## config.mk

```make
export PLATFORM = sky130hd
export DESIGN_NAME = opq_capture
export DESIGN_NICKNAME = d
export VERILOG_FILES = /design/src/rtl/opq_capture.sv
export SDC_FILE = /design/constraint.sdc
export NUM_CORES = 1
export LEC_CHECK = 0
export BUFFER_PORTS_ARGS = -buffer_cell sky130_fd_sc_hd__buf_2
export CAP_MARGIN = 20
export CORE_ASPECT_RATIO = 0.8
export CORE_MARGIN = 4
export CORE_UTILIZATION = 34
export CTS_CLUSTER_DIAMETER = 50
export CTS_CLUSTER_SIZE = 8
export DETAILED_ROUTE_END_ITERATION = 8
export PLACE_DENSITY_LB_ADDON = 0.05
export SLEW_MARGIN = 20
export SYNTH_ARGS = -nofsm -noshare
export SYNTH_HDL_FRONTEND = slang
export SYNTH_SLANG_ARGS = --single-unit
```

## constraint.sdc

```tcl
create_clock -name clk -period 2.4 [get_ports clk]
set_clock_uncertainty 0.15 [all_clocks]
set_input_delay 0.12 -clock clk [delete_from_list [all_inputs] [get_ports clk]]
set_output_delay 0.12 -clock clk [all_outputs]
set_load 0.1 [all_outputs]
```

## src/rtl/opq_capture.sv

```systemverilog
// opq_capture: registered change/rising-edge capture stage for the o/p/q cone.
// Samples {o,p,q} on enabled cycles and counts rising edges per output with
// saturating counters. Every change is queued as an {old,new} record in a
// first-word-fall-through FIFO that a valid/ready consumer drains.
//
// Handshake: a record transfers on a rising clk edge where out_valid and
// out_ready are both high. out_valid never depends on out_ready.
// out_data/out_valid hold steady while out_valid=1 and out_ready=0.
module opq_capture #(
  parameter int CNT_W = 8,
  parameter int DEPTH = 4
) (
  input  logic                     clk,
  input  logic                     rst,
  input  logic                     en,
  input  logic                     clr,
  input  logic                     o,
  input  logic                     p,
  input  logic                     q,
  output logic                     out_valid,
  input  logic                     out_ready,
  output logic [5:0]               out_data,
  output logic [CNT_W-1:0]         cnt_o,
  output logic [CNT_W-1:0]         cnt_p,
  output logic [CNT_W-1:0]         cnt_q,
  output logic                     overflow,
  output logic [$clog2(DEPTH):0]   level,
  output logic                     state_dbg
);

  localparam int AW = $clog2(DEPTH);
  localparam int LW = AW + 1;

  typedef enum logic {
    UNPRIMED = 1'b0,
    RUN      = 1'b1
  } state_t;

  state_t            state;
  logic [2:0]        cur;
  logic [2:0]        s_opq;
  logic [2:0]        rise;
  logic              sample;
  logic              change;
  logic              full;
  logic              pop;
  logic              push;
  logic [5:0]        mem [DEPTH];
  logic [AW-1:0]     wr_ptr;
  logic [AW-1:0]     rd_ptr;
  logic [CNT_W-1:0]  cnt [3];

  // Bit 2 is o, bit 1 is p, bit 0 is q throughout.
  assign cur       = {o, p, q};
  assign sample    = en && (state == RUN);
  assign change    = sample && (cur != s_opq);
  assign rise      = cur & ~s_opq;
  assign full      = (level == LW'(DEPTH));
  assign out_valid = (level != '0);
  assign pop       = out_valid && out_ready;
  // A full FIFO still accepts a record when the head leaves on the same edge.
  assign push      = change && (!full || pop);
  assign out_data  = out_valid ? mem[rd_ptr] : 6'd0;
  assign state_dbg = (state == RUN);

  assign cnt_o = cnt[2];
  assign cnt_p = cnt[1];
  assign cnt_q = cnt[0];

  // Prime on the first enabled cycle, then track the last sample while enabled.
  always_ff @(posedge clk or negedge rst) begin
    if (!rst) begin
      state <= UNPRIMED;
      s_opq <= 3'b000;
    end else if (en) begin
      state <= RUN;
      s_opq <= cur;
    end
  end

  // FIFO pointers and occupancy; pointers wrap naturally since DEPTH is 2^AW.
  always_ff @(posedge clk or negedge rst) begin
    if (!rst) begin
      wr_ptr <= '0;
      rd_ptr <= '0;
      level  <= '0;
    end else begin
      if (push) wr_ptr <= wr_ptr + AW'(1);
      if (pop)  rd_ptr <= rd_ptr + AW'(1);
      case ({push, pop})
        2'b10:   level <= level + LW'(1);
        2'b01:   level <= level - LW'(1);
        default: level <= level;
      endcase
    end
  end

  // Record storage; contents are only visible through out_data when valid.
  always_ff @(posedge clk) begin
    if (push) mem[wr_ptr] <= {s_opq, cur};
  end

  // Saturating rising-edge counters; clear wins over a same-cycle increment.
  always_ff @(posedge clk or negedge rst) begin
    if (!rst) begin
      for (int i = 0; i < 3; i++) cnt[i] <= '0;
    end else if (clr) begin
      for (int i = 0; i < 3; i++) cnt[i] <= '0;
    end else if (sample) begin
      for (int i = 0; i < 3; i++) begin
        if (rise[i] && (cnt[i] != {CNT_W{1'b1}})) cnt[i] <= cnt[i] + CNT_W'(1);
      end
    end
  end

  // Sticky drop flag; clear wins over a same-cycle drop.
  always_ff @(posedge clk or negedge rst) begin
    if (!rst) begin
      overflow <= 1'b0;
    end else if (clr) begin
      overflow <= 1'b0;
    end else if (change && !push) begin
      overflow <= 1'b1;
    end
  end

endmodule

```

Yosys cells after proc, flatten, opt, wreduce, memory -nomap -nowiden
Memories as Yosys holds them, arrays and structs flattened.
Index checks and enable logic that the tools add are counted.
{ "word_totals": {"register_bits": 36, "mem_bits_rw": 24, "input_bits": 8, "elab_cells": 58, "n_memories": 1} }
{ "memory_table": {"columns": ["memory", "depth", "width", "rd", "rd_clocked_by_memory_dff", "wr", "line", "text"], "rows": [
  ["mem", 4, 6, 1, 0, 1, "48", "logic [5:0] mem [DEPTH];"]
]} }
{ "classes": {"addsub": 7, "n_eq_ne": 7, "muxes": 11, "bitwise": 2, "reduce_logical": 21} }
{ "op_table": {"columns": ["op", "n"], "rows": [
  ["24-bit 2-to-1 mux", 2],
  ["8-bit by 1-bit adder with 8-bit output, second input constant", 3],
  ["8-bit 2-to-1 mux", 3],
  ["8-bit != test, second input constant", 3],
  ["2-bit nonzero test", 6],
  ["1-bit logical AND", 8],
  ["6-bit 2-to-1 mux", 1],
  ["3-bit case mux with 2 select lines", 1],
  ["2-bit AND reduction", 3],
  ["2-bit by 1-bit adder with 2-bit output, second input constant", 2],
  ["1-bit 2-to-1 mux", 4],
  ["3-bit by 1-bit adder with 3-bit output, second input constant", 1],
  ["3-bit AND", 1],
  ["3-bit == test, second input constant", 1],
  ["3-bit != test", 1],
  ["3-bit NOT", 1],
  ["3-bit nonzero test", 1],
  ["3-bit by 1-bit subtractor with 3-bit output, second input constant", 1],
  ["2-bit by 1-bit == test with 1-bit output, second input constant", 1],
  ["2-bit == test, second input constant", 1],
  ["1-bit logical NOT", 2],
  ["1-bit logical OR", 1]
]} }

Logic depth before layout (Yosys ltp)
Gate-level depths: netlist (run 1).
{ "depth": {"ltp_word": 8, "mapped_depth": 10} }

Worst setup path before layout (run 1)
OpenSTA, ideal clock, no wires.
{ "synth_timing": {"path_type": "flip-flop to flip-flop", "start": "register level[0]", "end": "register level[2]", "setup_time_ns": 0.165, "t_arrival_ns": 3.272, "setup_slack_ns": -1.187, "path_stages_with_launch": 10, "n_path_buf": 1, "period_less_slack_ns": 3.587, "path_cell_list": "dfrtp_1 -> or3_1 -> clkbuf_1 -> nand2_1 -> nor2_1 -> fa_1 -> nor2b_1 -> o21ai_0 -> o22ai_1 -> o22ai_1"} }
{ "synth_via": {"elab_chain_len": 6, "elab_cells_between_ends": 12, "classes_between": "add/sub (2); eq/ne (3); mux (1); reduce/logical (6)"} }
{ "synth_rtl": {"columns": ["element", "line", "text"], "rows": [
  ["from (decl)", "27", "output logic [$clog2(DEPTH):0] level,"],
  ["from (signal assigned)", "91", "2'b10: level <= level + LW'(1);"],
  ["from (signal assigned)", "92", "2'b01: level <= level - LW'(1);"],
  ["from (signal assigned)", "93", "default: level <= level;"],
  ["3-bit nonzero test (*)", "59", "assign out_valid = (level != '0);"],
  ["named net out_valid", "20", "output logic out_valid,"],
  ["1-bit logical AND (*)", "60", "assign pop = out_valid && out_ready;"],
  ["1-bit logical OR", "62", "assign push = change && (!full || pop);"],
  ["1-bit logical AND", "62", null],
  ["2-bit by 1-bit == test with 1-bit output / 2-bit == test (equally long branches)", "90", "case ({push, pop})"],
  ["3-bit case mux with 2 select lines / 2-bit nonzero test (equally long branches)", null, null]
]} }
Mark *: on every way through the listed nets, which the timed path passes. The rest lies on a longest branch.
A chain may end at the register's enable or synchronous reset.

Worst setup path after layout (run 1)
{ "layout_timing": {"start": "input p", "end": "register level[1]"} }
{ "layout_via": {"elab_chain_len": 5, "elab_cells_between_ends": 7, "classes_between": "eq/ne (3); mux (1); reduce/logical (3)"} }
{ "layout_rtl": {"columns": ["element", "line", "text"], "rows": [
  ["from (decl)", "18", "input logic p,"],
  ["3-bit != test (*)", "56", "assign change = sample && (cur != s_opq);"],
  ["1-bit logical AND (*)", "56", null],
  ["1-bit logical AND (*)", "62", null],
  ["2-bit by 1-bit == test with 1-bit output / 2-bit == test (equally long branches)", "90", null],
  ["3-bit case mux with 2 select lines / 2-bit nonzero test (equally long branches)", null, null]
]} }
Mark *: on every way between the ends. The rest lies on a longest branch, timed or not.

==> impl_metrics.csv, run 1 <==
group,metric,value,unit
synthesis,synth_area_leaders,"dfrtp_1, edfxtp_1, mux4_2",
synthesis,synth_nets,274,
power,swShare,45.3,%
critical_path,crit_fanout,6,
detailed_routing,drc,0,
power,power.switching,0.00179,W
synthesis,yosys.area.top_type_share,30.4,%
detailed_routing,drt_wl_total,6480,um
timing,rsz0062_at_grt,"false",
critical_path,cp.required,2.46,ns
synthesis,synth_common_cells,"dfrtp_1, nor2_1, edfxtp_1",
critical_path,path_buf_inv,2,
power,p_per_area,1090,nW/um^2
clocking,path_clk_slew,0.07,ns
synthesis,ys_seq_area_share,54.7,%
cells_and_area,final_area,3620,um^2
critical_path,crit_family,"adder cells",
timing,period_share,95.4,%
place,portBuffers,43,
timing,slew_headroom,42.9,%
timing,worstMarginPinSlew,0.856,ns
critical_path,critPathLaunch,"p",
clocking,cts_made_buffers,9,
clocking,cts_tree,"yes",
power,p_int,0.00216,W
critical_path,regToRegStartpoint,"level[0]",
cells_and_area,final_util,42.7,%
clocking,cts.sinks,60,
critical_path,critPathKind,"primary input to flop",
synthesis,synthCells,255,
synthesis,yosys_warnings,0,
floorplan,initial_core_util,35.0,%
synthesis,synth-seq-cells,60,
hold_path,min_path_type,"primary input to flop",
detailed_routing,dr.pass1.iters,4,
clocking,clockBufferDepth,2,
floorplan,fp.dieH,91.5,um
global_routing,grt_use_total,13.3,%
power,leakage,1.52,nW
run_status,status,"finished clean",
timing,max_freq,437,MHz
power,pwr-share-comb,43.3,%
place,place_area,3360,um^2
global_routing,grt_first_pass_wirelength,10700,um
timing,finalHoldViolCount,0,
cells_and_area,layout-drive-gt1-share,30.6,%
timing,finalSetupViolCount,0,
synthesis,ys_types,47,
cells_and_area,diodes,0,
clocking,cts_root_buf,"clkbuf_8",
synthesis,synthArstFlopShare,60.0,%
detailed_routing,dr.first_iter.drc_count,121,
global_routing,antenna_found_initial,0,
power,power_frac_clock,21.6,%
hold_path,holdCritStartpoint,"out_ready",
synthesis,synth-edff-count,24,
flow_run,maxCapViolCount,0,
power,power_frac_seq,35.1,%
detailed_routing,wire_per_inst,15.1,um
synthesis,synthFlopType,"dfrtp_1",
global_routing,grt_max_degree,37,
synthesis,syn_avg_cell_area,11.6,um^2
clocking,clkLatencyLatePin,0.33,ns
critical_path,slowest_stage,"dlygate4sd3_1",
floorplan,die_area,10300,um^2
cells_and_area,fin_nets,331,
place,gp_congestion,0.733,
global_routing,grt_pass1_vias,2056,
detailed_routing,vias_per_cell,4.86,
detailed_routing,vias,2085,
critical_path,cp_data_arrival_time,2.35,ns
floorplan,die_x,112,um
floorplan,ios,44,
floorplan,rows,30,
critical_path,worstPathCellList,"dlygate4sd3_1, buf_2, ha_1, and3_4, nor2_4, nor2_2, fa_2, o221ai_1, a222oi_1",
place,dp_hpwl,4500,um
timing,fin_crit,2.29,ns
timing,final_max_slew_viol_count,0,
synthesis,synth_area,2970,um^2
power,peakVddDrop,0.966,mV
power,total_power,0.00395,W
detailed_routing,ant_nets,0,
timing,hold-worst-slack,0.0150,ns
critical_path,critPathLaunchType,"primary input",
floorplan,core-area,8480,um^2
synthesis,yosysMostFrequentCell,"dfrtp_1",
critical_path,critPathMaxStageDelay,0.53,ns
critical_path,end_kind,"flop",
cells_and_area,syn_to_final_growth,22.2,%
clocking,htree_levels,3,
synthesis,synth_top_area_cell,"dfrtp_1",
global_routing,overflow,0,
## state kept, by name, summed over array words and instances (netlist names)
name,cells
cnt_o,8
cnt_p,8
cnt_q,8
level,3
mem,24
overflow,1
rd_ptr,2
s_opq,3
state_dbg,1
wr_ptr,2
## per-stage QoR
step	std cells	setup slack [ns]	setup TNS, ns
floorplan	255	-0.0792	-0.0837
global placement	408	0.143	0
detailed placement	408	0.0855	0
CTS	428	0.0679	0
global route	429	0.00890	0
finish	429	0.111	0
## cell usage in the layout (no fill, tap or decap), types with 2 or more instances in the layout
cell	synthesis	routed
mux2i_1	10	10
a211oi_1	2	2
dfrtp_2	0	3
nand3_1	12	12
xnor2_1	7	7
buf_4	1	8
dfrtp_4	0	2
nor4_1	2	2
and3_1	3	2
or3_1	3	2
and2_1	10	9
nor2b_1	4	4
xor2_1	5	5
nor3_1	4	4
o22ai_1	2	2
a21oi_1	5	5
inv_1	11	11
nand2_1	15	14
clkbuf_1	5	2
nor2_1	27	26
nand4_1	8	8
mux4_2	6	6
dlygate4sd3_1	0	4
buf_2	2	43
o21ai_0	14	14
ha_1	10	9
nor2_2	2	2
clkbuf_8	0	10
edfxtp_1	24	24
mux2_2	5	5
dfrtp_1	36	31
## worst register-to-register path, stage by stage, from the launching register on
cell	delay, ns
dfrtp_4	0.53
or3_4	0.44
nand2_4	0.09
nor2_2	0.04
fa_2	0.52
o221ai_1	0.10
a222oi_1	0.27
## power by group through the flow
stage / Clock (W) / Combinational, W / Sequential (W)
floorplan: 0 / 0.00127 / 0.00157
global placement: 0 / 0.00172 / 0.00142
detailed placement: 0 / 0.00171 / 0.00141
CTS: 0.000886 / 0.00172 / 0.00139
global route: 0.000934 / 0.00182 / 0.00142
finish: 0.000852 / 0.00171 / 0.00139
## per-layer routing
metal  track usage, %  part of all wire (%)
met5                0                     0
met4             3.00                  0.54
met3             4.80                   4.8
met2             18.7                    42
met1             19.5                    53
## what timing repair did
action / 4_1_cts / 5_1_grt
setup buffers: 0 / 1
hold buffers: 4 / 0
gates resized for setup: 0 / 6
hold endpoints to repair: 51 / 0
setup endpoints to repair: 0 / 19
## kinds of logic (layout without fill, tap and decap cells)
| kind of cell | count (synthesis) | in the layout | synth area share [%] |
|---|---|---|---|
| compound gates | 31 | 31 | 6.75 |
| flops | 60 | 60 | 54.7 |
| fa+ha+maj | 11 | 11 | 4.89 |
| simple gates | 100 | 100 | 17.6 |
| buf+inv | 20 | 82 | 2.74 |
| xor+xnor | 12 | 12 | 3.54 |
| mux | 21 | 21 | 9.83 |
## cell type report
type                            instances  area [um^2]
Timing Repair Buffer                   55          315
Fill cell                             837         4860
Tap cell                              112          140
Clock buffer                           13          170
Inverter                               11         41.3
Multi-Input combinational cell        175         1300
Sequential cell                        60         1630
Clock inverter                          3         18.8
## path summary, 6_finish.rpt
path                              to  slack [ns]  cells after the start
min in group asynchronous  rd_ptr[1]        0.28                      2
max                         level[1]        0.11                      9
min                        rd_ptr[0]        0.02                      3
min reg2reg                mem[3][4]        0.33                      0
max reg2reg                 level[1]        0.14                      6
max in group asynchronous   level[0]        1.19                      2
Note: power is estimated with default switching activity, not from simulation.
==> run 2: changes to the inputs <==
CORE_MARGIN = default   (was 4)
CORE_UTILIZATION = 51   (was 34)
==> run 2 against run 1 <==
  * Critical path depth down 6
  * Cell count down 8.6%
  * Setup slack worse by 0.026 ns
  * Clock power decreased by 5.9%
  * Die area down 40%
  * Core utilization rose by 21 points
  * Register-to-register slack barely moved
  * Via count grew 0.86%
  * Power down 1.7%
  * Largest cell class unchanged
==> impl_metrics.csv, run 2 (same netlist as run 1, synthesis figures left out) <==
group,metric,value,unit
detailed_routing,route.met3.wl,238,um
clocking,cts_made_buffers,9,
timing,final_max_slew_viol_count,0,
cells_and_area,largest_register,"mem",
detailed_routing,wire_per_inst,15.1,um
clocking,htree_levels,3,
timing,max_freq,432,MHz
global_routing,grt_max_degree,37,
detailed_routing,dr.first_iter.drc_count,134,
cells_and_area,layout_common_cells,"buf_2, dfrtp_1, nor2_1",
detailed_routing,drc,0,
cells_and_area,largest_reg_flops,24,
clocking,cts.sinks,60,
detailed_routing,wirelength_met1,3130,um
global_routing,antenna_found_initial,0,
place,portBuffers,43,
floorplan,initial_core_util,53.7,%
power,total_power,0.00389,W
detailed_routing,ant_nets,0,
cells_and_area,fin_nets,328,
detailed_routing,vias,2103,
floorplan,die_x,87.3,um
hold_path,holdCritStartpoint,"en",
global_routing,grt_first_pass_wirelength,9540,um
detailed_routing,dr_wl_met2,2460,um
detailed_routing,vias_per_cell,5.36,
clocking,clkLatencyLatePin,0.33,ns
critical_path,slowest_stage,"dfrtp_1",
global_routing,grt_pass1_vias,1887,
global_routing,overflow,0,
clocking,cts_tree,"yes",
timing,finalHoldViolCount,0,
floorplan,fp.dieH,70.2,um
critical_path,critPathMaxStageDelay,0.64,ns
critical_path,critPathLaunch,"rd_ptr[0]",
timing,worstMarginPinSlew,0.805,ns
global_routing,grt_use_total,21.3,%
critical_path,crit_fanout,8,
power,p_per_area,1100,nW/um^2
cells_and_area,layout-drive-gt1-share,29.0,%
cells_and_area,syn_to_final_growth,19.2,%
run_status,status,"finished clean",
timing,period_share,96.5,%
critical_path,cp.required,2.13,ns
critical_path,regToRegStartpoint,"s_opq[0]",
power,peakVddDrop,0.850,mV
floorplan,ios,44,
cells_and_area,diodes,0,
floorplan,core-area,5530,um^2
hold_path,min_path_type,"primary input to flop",
detailed_routing,top_layer,"met4",
place,gp_congestion,0.805,
place,dp_hpwl,4140,um
critical_path,worstPathCellList,"mux4_2, and2_1, buf_2",
critical_path,critPathKind,"flop to output port",
floorplan,die_area,6120,um^2
clocking,cts_root_buf,"clkbuf_8",
cells_and_area,layout_commonest_cell,"buf_2",
timing,fin_tns_setup,0,ns
critical_path,cp_data_arrival_time,2.05,ns
flow_run,maxCapViolCount,0,
clocking,clockBufferDepth,2,
critical_path,critPathLaunchType,"flop",
critical_path,end_kind,"output port",
timing,slew_headroom,46.4,%
floorplan,rows,24,
timing,fin_crit,2.32,ns
detailed_routing,dr.pass1.iters,4,
timing,finalSetupViolCount,0,
clocking,path_clk_slew,0.06,ns
detailed_routing,drt_wl_total,5900,um
power,leakage,1.50,nW
run 2: area by class of cell:
cell class | count | area [um^2]
clock inverters | 5 | 26.3
multi-input cells | 175 | 1290
inverters | 11 | 41.3
flip-flops and latches | 60 | 1630
repair buffers | 52 | 295
clock buffers | 11 | 151
well taps | 78 | 97.6
fillers | 471 | 1990
run 2: power by group:
group	switching [W]	internal, W
clock	0.000380	0.000421
sequential	0.000170	0.00124
combinational	0.00124	0.000436
total	0.00179	0.00210
run 2: worst paths after layout:
path | endpoint | slack (ns) | cells past startpoint
hold / removal | s_opq[0] | 0.02 | 3
max in group asynchronous | level[0] | 1.23 | 2
min in group asynchronous | rd_ptr[1] | 0.27 | 2
hold reg to reg | overflow | 0.35 | 2
setup reg to reg | level[1] | 0.13 | 8
setup / recovery | out_data[0] | 0.08 | 3
run 2: timing repair:
| action | 4_1_cts | 5_1_grt |
|---|---|---|
| resized for setup | 0 | 3 |
| buffers inserted | 0 | 2 |
| endpoints found under the hold margin | 52 | 0 |
| hold buffers | 5 | 0 |
| setup endpoints to repair | 0 | 26 |
run 2: critical path: cells and delay by family, from the launching register on:
family / cells / cell delay, ns
flip-flops: 1 / 0.64
AND/OR/NAND/NOR: 1 / 0.17
multiplexers: 1 / 0.60
buffers and inverters: 1 / 0.29
run 2: per-stage QoR:
stage	area (um^2)	cells	hold slack, ns	util [%]	setup WS [ns]
finish	3530	392	0.0184	63.9	0.0847
floorplan	3010	255	-0.326	-	-0.0792
global placement	3280	369	0.118	59.4	0.164
global route	3530	392	0.0305	63.9	-0.00775
detailed placement	3280	369	0.121	59.4	0.119
CTS	3510	390	0.00800	63.5	0.0586
run 2: metal layers:
layer | GRT usage (%) | vias up
li1 | - | 1034
met1 | 34.0 | 1009
met2 | 26.9 | 53
met3 | 6.26 | 7
met4 | 8.01 | 0
met5 | 0 | -
==> run 3: changes to the inputs <==
CORE_UTILIZATION = 25   (was 51)
clock period = 2.25 ns   (was 2.4 ns; I/O delays follow)
==> run 3 against run 2 <==
  * Critical endpoint is now level[1]
  * First-iteration DRC count rose by 2.2%
  * Die area rose by 100%
  * Largest cell class unchanged
  * Global-route usage fell by 9.1 points
==> impl_metrics.csv, run 3 (same netlist as run 1, synthesis figures left out) <==
group,metric,value,unit
run_status,status,"finished clean",
place,gp_congestion,0.719,
power,leakage,1.65,nW
place,dp_hpwl,4800,um
detailed_routing,dr_wl_met2,2990,um
detailed_routing,dr.pass1.iters,4,
timing,finalHoldViolCount,0,
critical_path,critPathKind,"flop to flop",
clocking,cts_tree,"yes",
critical_path,crit_family,"adder cells",
critical_path,reg2reg_depth,6,
critical_path,worstPathCellList,"or3_4, nand2_4, nor2_4, fa_2, inv_2, a222oi_1",
hold_path,min_to,"rd_ptr[1]",
critical_path,regToRegStartpoint,"level[0]",
timing,final_max_slew_viol_count,0,
timing,period_share,96.8,%
place,portBuffers,43,
hold_path,whs_path_depth,3,
power,p_per_area,1250,nW/um^2
critical_path,path_buf_inv,1,
cells_and_area,diodes,0,
detailed_routing,wirelength_met1,3430,um
critical_path,end_kind,"flop",
critical_path,cp.required,2.31,ns
detailed_routing,wire_per_inst,14.2,um
timing,worst_slack,0.0720,ns
critical_path,crit_fanout,4,
critical_path,critPathMaxStageDelay,0.55,ns
cells_and_area,largest_reg_flops,24,
critical_path,ff2ff_setup_slack,0.07,ns
floorplan,die_area,12300,um^2
power,peakVddDrop,0.518,mV
floorplan,ios,44,
cells_and_area,fin_nets,345,
floorplan,core-area,11500,um^2
clocking,cts.sinks,60,
clocking,clkLatencyLatePin,0.33,ns
floorplan,initial_core_util,25.7,%
timing,fin_crit,2.18,ns
detailed_routing,dr.first_iter.drc_count,137,
detailed_routing,top_layer,"met4",
timing,worstMarginPinSlew,0.554,ns
global_routing,overflow,0,
floorplan,rows,35,
global_routing,grt_pass1_vias,2022,
timing,slew_headroom,63.1,%
cells_and_area,layout_commonest_cell,"buf_2",
timing,max_freq,459,MHz
detailed_routing,vias_per_cell,4.49,
critical_path,slowest_stage,"fa_2",
detailed_routing,route.met3.wl,279,um
critical_path,r2r_end,"level[1]",
critical_path,critPathLaunchType,"flop",
critical_path,cp_data_arrival_time,2.24,ns
floorplan,die_x,124,um
floorplan,fp.dieH,99.4,um
place,place_area,3520,um^2
cells_and_area,layout-drive-gt1-share,35.3,%
hold_path,min_path_type,"primary input to flop",
timing,finalSetupViolCount,0,
global_routing,grt_first_pass_wirelength,11100,um
cells_and_area,layout_common_cells,"buf_2, dfrtp_1, nor2_1",
cells_and_area,syn_to_final_growth,33.8,%
hold_path,holdCritStartpoint,"out_ready",
detailed_routing,vias,2151,
clocking,clockBufferDepth,2,
critical_path,cp.depth,6,
clocking,cts_made_buffers,9,
global_routing,grt_use_total,12.2,%
cells_and_area,final_area,3970,um^2
clocking,path_clk_slew,0.06,ns
timing,rsz0062_at_grt,"true",
detailed_routing,ant_nets,0,
clocking,htree_levels,3,
cells_and_area,final_util,34.4,%
power,total_power,0.00495,W
cells_and_area,fill_cells,1178,
global_routing,antenna_found_initial,0,
flow_run,maxCapViolCount,0,
cells_and_area,largest_register,"mem",
detailed_routing,drt_wl_total,6790,um
place,post-place-ws,0.0520,ns
clocking,cts_root_buf,"clkbuf_16",
detailed_routing,drc,0,
global_routing,grt_max_degree,37,
[run 3: changes by cell type in the layout (fill, tap and decap cells not counted), moves of 2 or more]
cell,before,now
buf_12,0,2
buf_4,4,20
bufinv_16,0,2
clkbuf_1,0,2
clkbuf_16,0,10
clkbuf_8,11,0
dfrtp_1,32,30
dfrtp_2,2,4
ha_1,10,7
ha_4,0,3
inv_1,11,7
inv_2,0,4
[run 3: layout make-up]
type                            instances  area [um^2]  share of cell area, %
Clock buffer                           12          258                   6.50
Clock inverter                          4         70.1                   1.77
Inverter                               11         41.3                   1.04
Multi-Input combinational cell        175         1330                   33.6
Sequential cell                        60         1630                   41.2
Tap cell                              148          185                   4.67
Timing Repair Buffer                   69          445                   11.2
[run 3: metal layers]
layer  vias to the layer above  global-route usage, %
li1                       1064                      -
met2                        45                   17.0
met3                         8                   3.61
met1                      1034                   17.7
met4                         0                   4.17
met5                         -                      0
[run 3: worst reg2reg max path, cell delays in order, from the launching register on]
cell and delay [ns]:
dfrtp_4 0.49, or3_4 0.39, nand2_4 0.09, nor2_4 0.04
fa_2 0.55, inv_2 0.03, a222oi_1 0.32
[run 3: how the worst max path moves through the flow]
stage | end | start
2_1_floorplan | level[1] | level[2]
3_3_place_gp | level[1] | s_opq[1]
3_5_place_dp | level[1] | s_opq[1]
4_1_cts | level[1] | s_opq[1]
5_1_grt | level[1] | s_opq[1]
6_report | level[1] | level[0]
[run 3: power breakdown]
part | internal [W] | switching, W
registers | 0.00132 | 0.0000969
clock network | 0.00103 | 0.000477
logic | 0.000596 | 0.00142
[run 3: per-stage QoR]
step	hold slack (ns)	TNS, ns	std cells
3_3_place_gp	0.0568	0	456
4_1_cts	0.0194	0	476
5_1_grt	0.0529	-0.0406	479
3_5_place_dp	0.0582	0	456
2_1_floorplan	-0.333	-0.384	255
6_report	0.0459	0	479
[run 3: what timing repair did]
action,CTS,global route
hold buffers,4,0
buffers inserted,0,3
setup endpoints to repair,0,14
endpoints found under the hold margin,51,0
gates resized for setup,0,10
